===== src/rtl/cpu_pkg.sv =====
// Shared definitions for the 16-bit five-stage CPU: opcodes, hazard FSM
// state encoding and exception codes.
package cpu_pkg;

  localparam logic [3:0] OP_ADD  = 4'h0;
  localparam logic [3:0] OP_SUB  = 4'h1;
  localparam logic [3:0] OP_AND  = 4'h2;
  localparam logic [3:0] OP_OR   = 4'h3;
  localparam logic [3:0] OP_XOR  = 4'h4;
  localparam logic [3:0] OP_SHL  = 4'h5;
  localparam logic [3:0] OP_SHR  = 4'h6;
  localparam logic [3:0] OP_MUL  = 4'h7;
  localparam logic [3:0] OP_DIV  = 4'h8;
  localparam logic [3:0] OP_ADDI = 4'h9;
  localparam logic [3:0] OP_LW   = 4'hA;
  localparam logic [3:0] OP_SW   = 4'hB;
  localparam logic [3:0] OP_BEQ  = 4'hC;
  localparam logic [3:0] OP_BNE  = 4'hD;
  localparam logic [3:0] OP_JMP  = 4'hE;
  localparam logic [3:0] OP_HALT = 4'hF;

  localparam logic [1:0] EXC_NONE     = 2'b00;
  localparam logic [1:0] EXC_OVERFLOW = 2'b01;

  typedef enum logic [1:0] {
    ST_RUN      = 2'd0,
    ST_STALL_MD = 2'd1,
    ST_HALT     = 2'd2,
    ST_EXCEPT   = 2'd3
  } hazard_state_t;

endpackage


===== src/rtl/stall_counter.sv =====
// Loadable down-counter that times the mul/div stall; flags when it reaches one.
module stall_counter #(
  parameter int W = 2
) (
  input  logic         clock,
  input  logic         reset,
  input  logic         load,
  input  logic [W-1:0] value,
  input  logic         en,
  output logic         cnt_is_one
);

  logic [W-1:0] cnt;

  always_ff @(posedge clock or posedge reset) begin
    if (reset) begin
      cnt <= '0;
    end else if (load) begin
      cnt <= value;
    end else if (en) begin
      cnt <= cnt - W'(1);
    end
  end

  assign cnt_is_one = (cnt == W'(1));

endmodule


===== src/rtl/hazard_unit.sv =====
// Pipeline hazard/stall controller: combinational detection plus a small FSM
// for mul/div stalls, HALT and the overflow trap (HAZARD_OVERFLOW_TRAP_EN).
module hazard_unit
  import cpu_pkg::*;
#(
  parameter int MULDIV_CYCLES = 4
) (
  input  logic       clock,
  input  logic       reset,
  input  logic [3:0] id_opcode,
  input  logic [3:0] id_rs1,
  input  logic [3:0] id_rs2,
  input  logic       id_uses_rs2,
  input  logic [3:0] ex_rd,
  input  logic       ex_mem_read,
  input  logic       ex_redirect,
  input  logic       ex_muldiv,
  input  logic       ex_overflow,
  output logic       pc_stop,
  output logic       pc_mux,
  output logic       if_id_hold,
  output logic       if_id_flush,
  output logic       id_ex_hold,
  output logic       id_ex_flush,
  output logic       ex_flush,
  output logic       ex_mem_flush,
  output logic       halted,
  output logic       exception,
  output logic [1:0] exception_code,
  output logic [1:0] state_dbg
);

  localparam int CNT_W = $clog2(MULDIV_CYCLES);

  hazard_state_t state_q, state_d;
  logic          md_done_q;
  logic          cnt_load, cnt_en, cnt_is_one;
  logic          load_use, overflow_trap;

`ifdef HAZARD_OVERFLOW_TRAP_EN
  assign overflow_trap = ex_overflow;
`else
  logic overflow_unused;
  assign overflow_unused = ex_overflow;
  assign overflow_trap   = 1'b0;
`endif

  assign load_use = ex_mem_read && (ex_rd != 4'd0) &&
                    ((ex_rd == id_rs1) || (id_uses_rs2 && (ex_rd == id_rs2)));

  stall_counter #(.W(CNT_W)) u_stall_counter (
    .clock      (clock),
    .reset      (reset),
    .load       (cnt_load),
    .value      (CNT_W'(MULDIV_CYCLES - 1)),
    .en         (cnt_en),
    .cnt_is_one (cnt_is_one)
  );

  always_ff @(posedge clock or posedge reset) begin
    if (reset) begin
      state_q   <= ST_RUN;
      md_done_q <= 1'b0;
    end else begin
      state_q   <= state_d;
      // Guards the completing mul/div for the one cycle it is still in EX.
      md_done_q <= (state_q == ST_STALL_MD) && cnt_is_one;
    end
  end

  always_comb begin
    state_d        = state_q;
    cnt_load       = 1'b0;
    cnt_en         = 1'b0;
    pc_stop        = 1'b0;
    pc_mux         = 1'b0;
    if_id_hold     = 1'b0;
    if_id_flush    = 1'b0;
    id_ex_hold     = 1'b0;
    id_ex_flush    = 1'b0;
    ex_flush       = 1'b0;
    ex_mem_flush   = 1'b0;
    halted         = 1'b0;
    exception      = 1'b0;
    exception_code = EXC_NONE;

    if (!reset) begin
      unique case (state_q)
        ST_RUN: begin
          if (overflow_trap) begin
            ex_flush    = 1'b1;
            id_ex_flush = 1'b1;
            if_id_flush = 1'b1;
            pc_stop     = 1'b1;
            state_d     = ST_EXCEPT;
          end else if (ex_redirect) begin
            pc_mux      = 1'b1;
            if_id_flush = 1'b1;
            id_ex_flush = 1'b1;
          end else if (ex_muldiv && !md_done_q) begin
            pc_stop      = 1'b1;
            if_id_hold   = 1'b1;
            id_ex_hold   = 1'b1;
            ex_mem_flush = 1'b1;
            cnt_load     = 1'b1;
            state_d      = ST_STALL_MD;
          end else if (load_use) begin
            pc_stop     = 1'b1;
            if_id_hold  = 1'b1;
            id_ex_flush = 1'b1;
          end else if (id_opcode == OP_HALT) begin
            pc_stop    = 1'b1;
            if_id_hold = 1'b1;
            state_d    = ST_HALT;
          end
        end
        ST_STALL_MD: begin
          pc_stop      = 1'b1;
          if_id_hold   = 1'b1;
          id_ex_hold   = 1'b1;
          ex_mem_flush = 1'b1;
          cnt_en       = 1'b1;
          if (cnt_is_one) begin
            state_d = ST_RUN;
          end
        end
        ST_HALT: begin
          halted      = 1'b1;
          pc_stop     = 1'b1;
          if_id_hold  = 1'b1;
          id_ex_flush = 1'b1;
        end
        ST_EXCEPT: begin
`ifdef HAZARD_OVERFLOW_TRAP_EN
          exception      = 1'b1;
          exception_code = EXC_OVERFLOW;
          pc_stop        = 1'b1;
          if_id_flush    = 1'b1;
          id_ex_flush    = 1'b1;
`else
          state_d = ST_RUN;
`endif
        end
        default: state_d = ST_RUN;
      endcase
    end
  end

  assign state_dbg = state_q;

endmodule


===== config.mk =====
export PLATFORM = sky130hd
export DESIGN_NAME = hazard_unit
export DESIGN_NICKNAME = d
export VERILOG_FILES = /design/src/rtl/cpu_pkg.sv /design/src/rtl/stall_counter.sv /design/src/rtl/hazard_unit.sv
export SDC_FILE = /design/constraint.sdc
export NUM_CORES = 1
export LEC_CHECK = 0
export CORE_MARGIN = 1.5
export CORE_UTILIZATION = 37
export CTS_BUF_LIST = sky130_fd_sc_hd__clkbuf_4
export DETAILED_ROUTE_END_ITERATION = 8
export PLACE_DENSITY = 0.82
export SYNTH_ARGS = -nofsm -noshare
export SYNTH_HDL_FRONTEND = slang
export SYNTH_SLANG_ARGS = --single-unit

===== constraint.sdc =====
create_clock -name clock -period 1.8 [get_ports clock]
set_input_delay 0.18 -clock clock [delete_from_list [all_inputs] [get_ports clock]]
set_output_delay 0.18 -clock clock [all_outputs]
set_load 0.03 [all_outputs]

## Word level (Yosys, flattened, before mapping)

Index checks and enable logic that the tools add are counted.

- Bits in registers: 5
- Output and inout port bits: 14

- $add $sub $neg: 1
- Equal/unequal tests: 11
- Multiplexer cells: 32
- Bitwise logic cells: 1
- Reduce and logical (&&, ||, !) cells: 13

Operator list:

| operator | count |
|---|---|
| $mux W1 | 21 |
| $mux W2 | 7 |
| $eq A4 B4 Y1 | 2 |
| $ne A3 B3 Y1 const B | 2 |
| $pmux W1 S2 | 3 |
| $pmux W2 S3 | 1 |
| $reduce_and A6 Y1 | 1 |
| $logic_and A1 B1 Y1 | 5 |
| $eq A2 B1 Y1 const B | 2 |
| $eq A2 B2 Y1 const B | 2 |
| $eq A4 B4 Y1 const B | 1 |
| $ne A2 B2 Y1 const B | 2 |
| $reduce_bool A4 Y1 | 1 |
| $reduce_bool A3 Y1 | 1 |
| $logic_not A2 Y1 | 1 |
| $reduce_bool A2 Y1 | 1 |
| $reduce_or A2 Y1 | 1 |
| $sub A2 B1 Y2 const B | 1 |
| $logic_not A1 Y1 | 1 |
| $logic_or A1 B1 Y1 | 1 |
| $not A1 Y1 | 1 |

## Longest topological paths before layout

- Depth after elaboration: 9
- Depth in mapped cells: 7

## By module

From an unflattened synthesis, not the netlist that was laid out.

- Cell total of the unflattened synthesis: 75
- Area total of the unflattened synthesis: 611.8 um^2

Modules (own cells, without submodules):

| module | instances | cells each | area each (um^2) | seq. area each (um^2) |
|---|---|---|---|---|
| hazard_unit | 1 | 64 | 505.5 | 75.1 |
| stall_counter | 1 | 11 | 106.4 | 50.0 |

## Worst setup path after synthesis

OpenSTA, ideal clock, no wires.

- Kind: reg2out
- Start: register state_q[0], in the netlist state_dbg[0]
- End: output port pc_stop
- Arrival: 2.427 ns
- Data required time: 1.620 ns
- Setup slack: -0.807 ns
- Cell stages (with the launch flop): 8
- Buffers on the path: 1
- Path through: dfrtp_1 > inv_1 > ha_1 > nor2_1 > nand2_1 > a31oi_1 > nor4_1 > buf_4

- Cells in the longest elaborated chain, start to end: 4
- Elaborated cells on any way between the ends: 6

Ends and longest elaborated chain:

| what | RTL line | text |
|---|---|---|
| start: declaration | hazard_unit.sv:35 | `hazard_state_t state_q, state_d;` |
| start signal: assignment | hazard_unit.sv:65 | `state_q <= state_d;` |
| $eq A2 B1 Y1 or $eq A2 B2 Y1 (tied branches) | - |  |
| $reduce_or A2 Y1 (no source line) | - |  |
| $pmux W1 S2 * | - |  |
| $mux W1 * | - |  |
| end: declaration | hazard_unit.sv:19 | `output logic pc_stop,` |

Every way passes the cells marked *; elsewhere a longest branch is shown, timed or not.

## Final worst setup path

- Start: register state_q[0], in the netlist state_dbg[0]
- End: output port pc_stop

- Cells in the longest elaborated chain, start to end: 4
- Elaborated cells on any way between the ends: 6

Ends and longest elaborated chain:

| what | RTL line | text |
|---|---|---|
| $eq A2 B1 Y1 or $eq A2 B2 Y1 (tied branches) | hazard_unit.sv:88 | `unique case (state_q)` |
| $reduce_or A2 Y1 (no source line) | - |  |
| $pmux W1 S2 * | hazard_unit.sv:88 |  |
| $mux W1 * | hazard_unit.sv:87 | `if (!reset) begin` |

Marked as above.

==> flow_summary.ini <==
[cells_and_area]
drive_above_1_share = 0.536
fin_nets = 154
final_common_cell = buf_4
diodes = 0
synthToLayoutAreaGrowth_pct = 123
layout_common_cells = 26 x buf_4, 10 x clkdlybuf4s50_1, 9 x dlymetal6s2s_1
fin_util = 0.866
final_cells = 141
nFillCells = 82

[critical_path]
cp_slowest_stage_delay_ps = 370
cp_max_fo = 2
cp_data_arrival_time_ps = 1630
critical_path_class = flop to output pin
slowest_stage = dfrtp_2
end_kind = output pin
crit_chain = inv_2 > ha_4 > nor2_2 > nand2_2 > a31oi_4 > nor4_4 > buf_4
cp-start-kind = flop
worstPathRequired_ps = 1620

[power]
power_leakage_nw = 0.659
pwr_density_cell_nw_per_um2 = 1220
ir_worst_vdd_v = 0.000701

[global_routing]
grt_max_degree = 7
grt_usage = 0.242
grt_pass1_wl_mm = 3.15
antenna_found_initial = 0
grt_pass1_vias = 714
overflow = 0

[drt]
vias = 705
first_iter_violations = 5
drtPass1Iterations = 3
detail-route-antenna-nets = 0
viasPerCell = 5.00
avgRoutedWirePerCell_um = 15.7
finalWirelength_mm = 2.22
drc_errors = 0

[place]
hpwl_mm = 1.44
dp.cells = 132
place_congestion = 0.749
port_buffers = 31

[clock_tree]
clockBufferDepth = 2
cts_tree = done
numCtsBuffers = 3
clk_latency_ps = 240
clkSinkCount = 5
path_clk_slew_ps = 40
root_buffer = clkbuf_4
postCtsHoldBufs = 0
ctsHtreeMaxLevel = 1

[min_path]
hp-class = primary input to asynchronous set/reset pin

[synth]
yosys.area.top_type_share = 0.219
synth_warnings = 0
yosysUniqueCellTypes = 26
postSynthCellCount = 70
syn_area_per_cell_um2 = 8.17
yosysSeqAreaShare = 0.219
netlist_top_cells_area = dfrtp_1 22%, xnor2_1 12%, ha_1 11%
synth_seq_cells = 5
synth_top_area_cell = dfrtp_1
syn_area_um2 = 572

[sta]
rsz0062_at_grt = true
maxSlewViolCount = 0
clock-skew-final_ps = 1.77
period_needed_ps = 1810
fin_ws_ps = -10.1
whs_ps = 449
setup_viol = 3
hold_violations = 0
min_period_over_period = 1.01
max_freq_ghz = 0.552

[floorplanning]
fp.dieH_um = 42.3
ios = 37
die-width_um = 42.3
core_area_um2 = 1470
initial_core_util = 0.389
die-area_um2 = 1790
placement_rows = 14

[run_status]
violations = setup timing
status = finished with violations

[flow_run]
cap_viol_max_count = 0
[metrics by stage]
stage | setup WS, ps | cell area [um2] | total power, mW | setup TNS [ps]
2_1_floorplan | -111 | 627 | 0.794 | -111
3_3_place_gp | -499 | 1030 | 1.13 | -1850
3_5_place_dp | -549 | 1030 | 1.17 | -2060
4_1_cts | -15.3 | 1170 | 1.48 | -41.4
5_1_grt | -90.9 | 1270 | 1.64 | -327
6_report | -10.1 | 1270 | 1.55 | -20.5
[timing repair]
action / in CTS / in global routing
cloned: 0 / 0
gates resized for setup: 28 / 27
pin swaps: 10 / 12
setup buffers: 3 / 2
endpoints found under the setup margin: 7 / 7
[cell usage after synthesis]
| master | instances |
|---|---|
| nand3_1 | 3 |
| and2_1 | 1 |
| inv_1 | 6 |
| nand2_1 | 2 |
| nand4_1 | 2 |
| and3_1 | 1 |
| dfrtp_1 | 5 |
| a31oi_1 | 1 |
| nand4_2 | 1 |
| nor2_1 | 7 |
| or4_4 | 1 |
| o21ai_0 | 1 |
| xnor2_1 | 8 |
| conb_1 | 1 |
| nor3b_1 | 1 |
| nor4_1 | 1 |
| buf_4 | 7 |
| a21oi_1 | 4 |
| nor4bb_1 | 1 |
| nor3_2 | 2 |
| nand2b_1 | 2 |
| mux2_1 | 2 |
| nor3_1 | 2 |
| nor2b_1 | 2 |
| o21ai_1 | 1 |
| ha_1 | 5 |
[area by class of cell]
cell class	count	area, um2	share of cell area
Timing Repair Buffer	55	514	0.403
Inverter	6	25.0	0.0196
Multi-Input combinational cell	55	558	0.438
Sequential cell	5	128	0.100
Clock buffer	4	30.0	0.0236
Tap cell	16	20.0	0.0157
[worst paths after layout]
| path | end | cells after the start | slack (ps) | startpoint |
|---|---|---|---|---|
| min reg2reg | u_stall_counter.cnt[0] | 1 | 480 | u_stall_counter.cnt[0] |
| min | md_done_q | 3 | 450 | reset |
| max in group asynchronous | state_dbg[1] | 3 | 1220 | reset |
| max | pc_stop | 7 | -10 | state_dbg[0] |
| max reg2reg | state_dbg[0] | 7 | 80 | state_dbg[1] |
| min in group clock | u_stall_counter.cnt[0] | 1 | 480 | u_stall_counter.cnt[0] |
[kinds of logic after synthesis]
logic type | after synthesis | share of synthesized area
other | 1 | 0.00656
AND/OR/NAND/NOR | 29 | 0.309
adder cells (fa/ha/maj) | 5 | 0.109
flip-flops | 5 | 0.219
XOR/XNOR | 8 | 0.123
multiplexers | 2 | 0.0394
AO/OA/AOI/OAI | 7 | 0.0634
buffers and inverters | 13 | 0.131
[layer usage]
layer / part of all wire / up-vias / global-route usage
met2: 0.58 / 36 / 0.455
met5: 0 / - / 0
met1: 0.34 / 322 / 0.249
met3: 0.048 / 8 / 0.0474
met4: 0.034 / 0 / 0.119
li1: - / 339 / -
[state kept, by name, indices dropped and copies added (netlist names)]
signal               count
u_stall_counter.cnt      2
md_done_q                1
state_dbg                2
[worst max-delay path: cells and delay by family (launching register included)]
family          cells  cell delay [ps]
compound gates      1               40
flops               1              370
fa+ha+maj           1              260
buf+inv             2              270
simple gates        3              440
[report_power, final]
| part | switching (mW) | internal [mW] | leakage (nW) |
|---|---|---|---|
| clock network | 0.0480 | 0.0990 | 0.0184 |
| logic | 0.616 | 0.596 | 0.584 |
| registers | 0.0346 | 0.161 | 0.0573 |
No activity file was read; power rests on OpenSTA's default activity.
